===== config.mk =====
export PLATFORM = sky130hd
export DESIGN_NAME = kldiv_batch_sched
export DESIGN_NICKNAME = d
export VERILOG_FILES = /design/src/rtl/kldiv_batch_sched.sv
export SDC_FILE = /design/constraint.sdc
export NUM_CORES = 1
export LEC_CHECK = 0
export ABC_CLOCK_PERIOD_IN_PS = 7000
export CAP_MARGIN = 30
export CELL_PAD_IN_SITES_DETAIL_PLACEMENT = 0
export CELL_PAD_IN_SITES_GLOBAL_PLACEMENT = 1
export CORE_MARGIN = 4
export CORE_UTILIZATION = 47
export DETAILED_ROUTE_END_ITERATION = 10
export PLACE_DENSITY = 0.86
export SETUP_SLACK_MARGIN = 0.05
export SYNTH_ARGS = -nofsm -noshare
export SYNTH_HDL_FRONTEND = slang
export SYNTH_SLANG_ARGS = --single-unit

===== constraint.sdc =====
create_clock -name clk -period 7 [get_ports clk]
set_input_delay 0.7 -clock clk [delete_from_list [all_inputs] [get_ports clk]]
set_output_delay 0.7 -clock clk [all_outputs]
set_load 0.05 [all_outputs]

===== src/rtl/kldiv_batch_sched.sv =====
// Sequences every (row, col) index of a BATCH x DIM pair to the pointwise term unit and sums returned terms into the batchmean loss.
// Latency: one index per cycle at best; done pulses two cycles after the last result is accepted.
// Backpressure: iss_valid holds with a stable index until iss_ready; at most MAX_OUT requests are outstanding (credit counter).
module kldiv_batch_sched #(
    parameter int DIM     = 16,
    parameter int BATCH   = 4,
    parameter int IDX_W   = 8,
    parameter int DATA_W  = 32,
    parameter int ACC_W   = 48,
    parameter int MAX_OUT = 4
) (
    input  logic              clk,
    input  logic              rst_n,
    input  logic              start,
    output logic              busy,
    output logic              done,
    output logic [DATA_W-1:0] loss,
    output logic              err,
    output logic              iss_valid,
    input  logic              iss_ready,
    output logic [IDX_W-1:0]  iss_idx,
    input  logic              res_valid,
    input  logic [DATA_W-1:0] res_data
);

    localparam int TOTAL  = DIM * BATCH;
    localparam int SHIFT  = $clog2(BATCH);
    localparam int CNT_W  = IDX_W + 1;
    localparam int CRED_W = $clog2(MAX_OUT + 1);

    typedef enum logic [2:0] {
        S_IDLE,
        S_RUN,
        S_DRAIN,
        S_FINAL,
        S_DONE
    } state_t;

    state_t                   state;
    state_t                   state_nxt;
    logic [CNT_W-1:0]         iss_cnt;
    logic [CNT_W-1:0]         res_cnt;
    logic [CRED_W-1:0]        credits;
    logic signed [ACC_W-1:0]  acc;
    logic signed [ACC_W-1:0]  acc_shr;
    logic [DATA_W-1:0]        loss_sat;
    logic                     start_acc;
    logic                     issue_fire;
    logic                     res_acc;
    logic                     res_spur;
    logic                     last_res;

    always_ff @(posedge clk or negedge rst_n) begin
        if (!rst_n) begin
            state <= S_IDLE;
        end else begin
            state <= state_nxt;
        end
    end

    always_comb begin
        state_nxt  = state;
        busy       = (state != S_IDLE);
        done       = (state == S_DONE);
        iss_valid  = 1'b0;
        iss_idx    = '0;
        start_acc  = 1'b0;
        issue_fire = 1'b0;
        // Results only count while a request is outstanding; anything else is a protocol error.
        res_acc    = res_valid && (credits != '0) && ((state == S_RUN) || (state == S_DRAIN));
        res_spur   = res_valid && !res_acc;
        last_res   = res_acc && (res_cnt == CNT_W'(TOTAL - 1));
        case (state)
            S_IDLE: begin
                if (start) begin
                    start_acc = 1'b1;
                    state_nxt = S_RUN;
                end
            end
            S_RUN: begin
                iss_valid  = (credits < CRED_W'(MAX_OUT));
                iss_idx    = iss_cnt[IDX_W-1:0];
                issue_fire = iss_valid && iss_ready;
                if (last_res) begin
                    state_nxt = S_FINAL;
                end else if (issue_fire && (iss_cnt == CNT_W'(TOTAL - 1))) begin
                    state_nxt = S_DRAIN;
                end
            end
            S_DRAIN: begin
                if (last_res) begin
                    state_nxt = S_FINAL;
                end
            end
            S_FINAL: state_nxt = S_DONE;
            S_DONE:  state_nxt = S_IDLE;
            default: state_nxt = S_IDLE;
        endcase
    end

    // Divide by BATCH, then clamp anything outside the DATA_W signed range.
    assign acc_shr = acc >>> SHIFT;

    always_comb begin
        loss_sat = acc_shr[DATA_W-1:0];
        if (!((&acc_shr[ACC_W-1:DATA_W-1]) || (~|acc_shr[ACC_W-1:DATA_W-1]))) begin
            loss_sat = acc_shr[ACC_W-1] ? {1'b1, {(DATA_W-1){1'b0}}}
                                        : {1'b0, {(DATA_W-1){1'b1}}};
        end
    end

    always_ff @(posedge clk or negedge rst_n) begin
        if (!rst_n) begin
            iss_cnt <= '0;
            res_cnt <= '0;
            credits <= '0;
            acc     <= '0;
            loss    <= '0;
            err     <= 1'b0;
        end else begin
            if (start_acc) begin
                iss_cnt <= '0;
                res_cnt <= '0;
                credits <= '0;
                acc     <= '0;
                err     <= 1'b0;
            end else begin
                if (issue_fire) begin
                    iss_cnt <= iss_cnt + 1'b1;
                end
                if (res_acc) begin
                    acc     <= acc + {{(ACC_W-DATA_W){res_data[DATA_W-1]}}, res_data};
                    res_cnt <= res_cnt + 1'b1;
                end
                credits <= credits + {{(CRED_W-1){1'b0}}, issue_fire}
                                   - {{(CRED_W-1){1'b0}}, res_acc};
            end
            if (state == S_FINAL) begin
                loss <= loss_sat;
            end
            if (res_spur) begin
                err <= 1'b1;
            end
        end
    end

endmodule

# After elaboration in Yosys (flattened, before gate mapping)
# Index checks and enable logic that the tools add are counted.
dict set report totals {
  register_bits 105
  in_bits 37
  out_inout_bits 44
  elab_cells 62
}
dict set report classes {
  n_addsub 5
  order_cmp 1
  eq_ne 9
  n_mux 21
  n_reduce_logical 19
}
# operator n
set ops {}
lappend ops {{$mux W48} 2}
lappend ops {{$mux W32} 2}
lappend ops {{$add A48 B48 Y48} 1}
lappend ops {{$mux W9} 4}
lappend ops {{$add A9 B1 Y9 const B} 2}
lappend ops {{$eq A9 B6 Y1 const B} 2}
lappend ops {{$mux W3} 5}
lappend ops {{$reduce_and A15 Y1} 1}
lappend ops {{$reduce_or A15 Y1} 1}
lappend ops {{$pmux W3 S4} 1}
lappend ops {{$mux W8} 1}
lappend ops {{$eq A3 B2 Y1 const B} 2}
lappend ops {{$logic_and A1 B1 Y1} 6}
lappend ops {{$mux W1} 6}
lappend ops {{$reduce_bool A2 Y1} 3}
lappend ops {{$reduce_bool A3 Y1} 2}
lappend ops {{$ne A2 B2 Y1 const B} 2}
lappend ops {{$add A3 B1 Y3} 1}
lappend ops {{$eq A3 B1 Y1 const B} 1}
lappend ops {{$eq A3 B3 Y1 const B} 1}
lappend ops {{$logic_not A3 Y1} 1}
lappend ops {{$lt A3 B3 Y1 const B} 1}
lappend ops {{$ne A3 B2 Y1 const B} 1}
lappend ops {{$reduce_and A3 Y1} 1}
lappend ops {{other kinds (3)} 5}

# Depth between registers and ports, before layout
dict set report depth {
  depth_word 6
  depth_mapped 14
  depth_no_buf 12
}

# Worst setup path before layout
# Ideal clock, no wire load.
dict set report synth_timing {
  path_kind {in2reg}
  startpoint {input res_data[0]}
  endpoint {register acc[46]}
  setup_ns 0.126
  arrival_ns 2.953
  t_required_ns 6.874
  path_slack_ns 3.921
  cell_stages 12
  n_path_buf 0
  cell_sequence {ha_1 -> inv_1 -> fa_1 -> nor2b_1 -> o31a_1 -> o21ai_1 -> a21oi_1 -> o211ai_1 -> a21o_1 -> o21ai_0 -> o211ai_1 -> a311o_1}
}
dict set report synth_via {
  elab_chain_len 3
}
# item line
set synth_rtl {}
lappend synth_rtl {{from (decl)} 23} ;# input logic [DATA_W-1:0] res_data
lappend synth_rtl {{$add A48 B48 Y48} 132} ;# acc <= acc + {{(ACC_W-DATA_W){res_data[DATA_W-1]}}, res_data};
lappend synth_rtl {{$mux W48} 131} ;# if (res_acc) begin
lappend synth_rtl {{$mux W48} 121} ;# if (start_acc) begin
lappend synth_rtl {{to (signal assigned)} 132}
lappend synth_rtl {{to (decl)} 44} ;# logic signed [ACC_W-1:0] acc;
# Every way passes these cells. The select of a mux whose other input is x is not followed.
# A chain may end at the register's enable or synchronous reset.

# Worst setup path after layout
dict set report layout_timing {
  startpoint {input res_data[31]}
  endpoint {register acc[46]}
}
# Same word-level chain as after synthesis.

==> impl_results.md <==
- Die area: 0.0173 mm^2
- Worst min-delay path class: input port to asynchronous set/reset pin
- Synth cell types: 62
- Post-DR vias/cell: ~6.0
- First-pass GRT wire length: approximately 32000 um
- Status: finished clean
- Total gr overflow: 0
- Reg-to-reg slack, setup: 3540 ps
- Critical Path End Type: register
- Crit path capture: acc[46]
- Drc violations: 0
- Tot Pwr: around 0.0035 W
- Yosys reg bits: between 100 and 150
- FP Rows: 44
- LEAKAGE: 3.60 nW
- Seq/Total Area, Yosys: 0.366
- CTS tree: built
- CP Max Fanout: 22
- Startpoint types: input port
- Share of cells above drive strength 1: 0.0383
- Power Dens Cells: between 400 and 500 mW/mm^2
- Ports: 81
- Mapped Avg Cell Area: 8.39 um^2
- Worst r2r src: state[1]
- Pre-antenna DRT Iters: 5
- Critical path data required time: around 7300 ps
- Tmin final: between 3000 and 4000 ps
- DRT iter0 DRCs: 495
- Relative slew margins: 0.349
- Synth warnings: 0
- Mapped Nets: between 900 and 1k
- RSZ-0062 raised after global routing: false
- VDD IR max: 0.000175 V
- Final Hold Vio Count: 0
- Final Max Tran Viols: 0
- CTS clk-pin slew, worst paths: 70 ps
- Buffers on Ports: 80
- Async SR Flop Fraction: 1.00
- EDFF count, synth: 0
- Gr usage total: 0.221
- Yosys top cell area share: 0.366
- Final GP Congestion: 0.931
- Clk Tree Root Cell: clkbuf_16
- CTS resizes: 0
- FF-to-FF End: credits[2]
- Via count: ~6.6k
- CTS Hold Bufs: 0
- Drt total wl: approximately 19000 um
- Clock sink total: 105
- CTS H-tree lvls: 3
- Synth area leader: dfrtp_1
- Skew final: roughly 13 ps
- Largest cells by area after synthesis: dfrtp_1, ha_1, a21oi_1, o21ai_0, nand3_1
- Nets: about 1k
- Starting Density: 0.487
- Post-DRT Antenna Nets: 0
- Dpl hpwl: about 14000 um
- Crit share post-route: 0.532
- Post-Synthesis Cells: ~860
- # diodes: 0
- DIE WIDTH: between 100 and 150 um
- Core Box Area: between 0.01 and 0.015 mm^2
- Avg WL per Cell: approximately 17 um
- Initial antenna violation count: 0
- Crit Path Class: input port to register
- FF-to-FF path depth: 12
- Setup Buffers After CTS: 0
- Vias in the first global route: ~6.4k
- Worst-skew pair later-pin latency: about 360 ps
- Setup_tns: 0 ps
- Area delta synth->final: 16.7%
- Maxcap violations: 0
- TritonCTS Buffers: 9
- Die height: between 100 and 150 um
- Peak Freq: between 200 and 300 MHz
- Top_reg_cell synth: dfrtp_1
- Pin count of the biggest net entering global routing: about 100
- Crit path launch: res_data[31]
- Setup-failing EPs final: 0
- Synthesized area: around 0.007 mm^2
- CTS Buffer Depth: 2
- Slew @ Worst Pin: around 1000 ps
- Critical Path AT: 3970 ps
[kinds of logic after synthesis]
logic type,share of synthesized area
AO/OA/AOI/OAI,0.225
buffers and inverters,0.0364
XOR/XNOR,0.0634
AND/OR/NAND/NOR,0.209
flip-flops,0.366
adder cells (fa/ha/maj),0.0945
multiplexers,0.00575
[area by class of cell]
class	count	area, um^2
fill	1335	6380
multi-input combinational	685	4310
sequential	105	2630
timing repair buffer	85	836
clock buffer	11	243
tap	184	230
inverter	24	95.1
clock inverter	5	37.5
[routing by layer]
metal	wire, um	track usage	part of all wire
met5	0	0	0
met2	8430	0.342	0.45
met1	9320	0.323	0.50
met3	801	0.0394	0.043
met4	255	0.0578	0.014
[registers in the layout, indices dropped and copies added, names as in the netlist]
name	cells
acc	48
credits	3
err	1
iss_cnt	9
loss	32
res_cnt	9
state	3
[worst max-delay path, stage by stage]
cell and delay [ps]:
clkdlybuf4s50_1 890, ha_1 690, nand4_1 260, nor3_1 430
nand3_1 140, o21ai_0 380, o211ai_1 160, a311o_1 320
[cell usage after synthesis (2+ instances only)]
library cell,n
a211oi_1,8
a21boi_0,5
a21o_1,31
a21oi_1,89
a221o_1,2
a31oi_1,6
a32oi_1,2
and2_1,11
and3_1,8
and4_1,3
clkbuf_1,39
dfrtp_1,105
fa_1,2
ha_1,51
inv_1,23
mux2i_1,3
nand2_1,76
nand2b_1,2
nand3_1,68
nand4_1,20
nor2_1,69
nor2b_1,10
nor3_1,17
nor4_1,6
o2111ai_1,2
o211ai_1,3
o21a_1,6
o21ai_0,81
o21ai_1,3
o21bai_1,12
o221ai_1,2
o311ai_0,2
o31ai_1,3
or2_2,3
or3_1,6
xnor2_1,24
xor2_1,28
[placed cells by master, fill, tap and decap left out, types with 4 or more instances in the layout]
| master | netlist | final |
|---|---|---|
| ha_1 | 51 | 51 |
| and3_1 | 8 | 8 |
| a211oi_1 | 8 | 8 |
| buf_4 | 0 | 6 |
| xnor2_1 | 24 | 24 |
| o21bai_1 | 12 | 12 |
| o21a_1 | 6 | 6 |
| clkbuf_16 | 0 | 9 |
| o21ai_0 | 81 | 81 |
| nand4_1 | 20 | 20 |
| nand2_1 | 76 | 75 |
| a21boi_0 | 5 | 4 |
| clkdlybuf4s50_1 | 0 | 79 |
| dfrtp_1 | 105 | 105 |
| inv_1 | 23 | 23 |
| and2_1 | 11 | 11 |
| a21o_1 | 31 | 31 |
| nor3_1 | 17 | 17 |
| nand3_1 | 68 | 68 |
| a21oi_1 | 89 | 89 |
| nor4_1 | 6 | 6 |
| or3_1 | 6 | 6 |
| a31oi_1 | 6 | 6 |
| nor2b_1 | 10 | 10 |
| nor2_1 | 69 | 68 |
| xor2_1 | 28 | 28 |
[per-stage QoR]
| step | hold WS (ps) | setup slack, ps | util | instances | area [um^2] |
|---|---|---|---|---|---|
| floorplan | 404 | 3920 | - | 856 | 7180 |
| global placement | 484 | 3090 | 0.549 | 1083 | 8100 |
| detailed placement | 487 | 2940 | 0.549 | 1083 | 8100 |
| CTS | 358 | 3340 | 0.568 | 1099 | 8380 |
| global route | 373 | 3050 | 0.568 | 1099 | 8380 |
| finish | 337 | 3270 | 0.568 | 1099 | 8380 |
[where the power goes]
group	internal [W]	switching, W
sequential	0.000822	0.000207
clock	0.000254	0.000242
combinational	0.000810	0.00120
[how the worst min path moves through the flow]
stage | startpoint | end | slack (ps)
6_report | rst_n | loss[6] | 340
5_1_grt | rst_n | loss[6] | 370
4_1_cts | rst_n | loss[6] | 360
3_5_place_dp | err | err | 490
3_3_place_gp | err | err | 480
2_1_floorplan | rst_n | acc[0] | 400
Power figures use the tool's default switching activity.
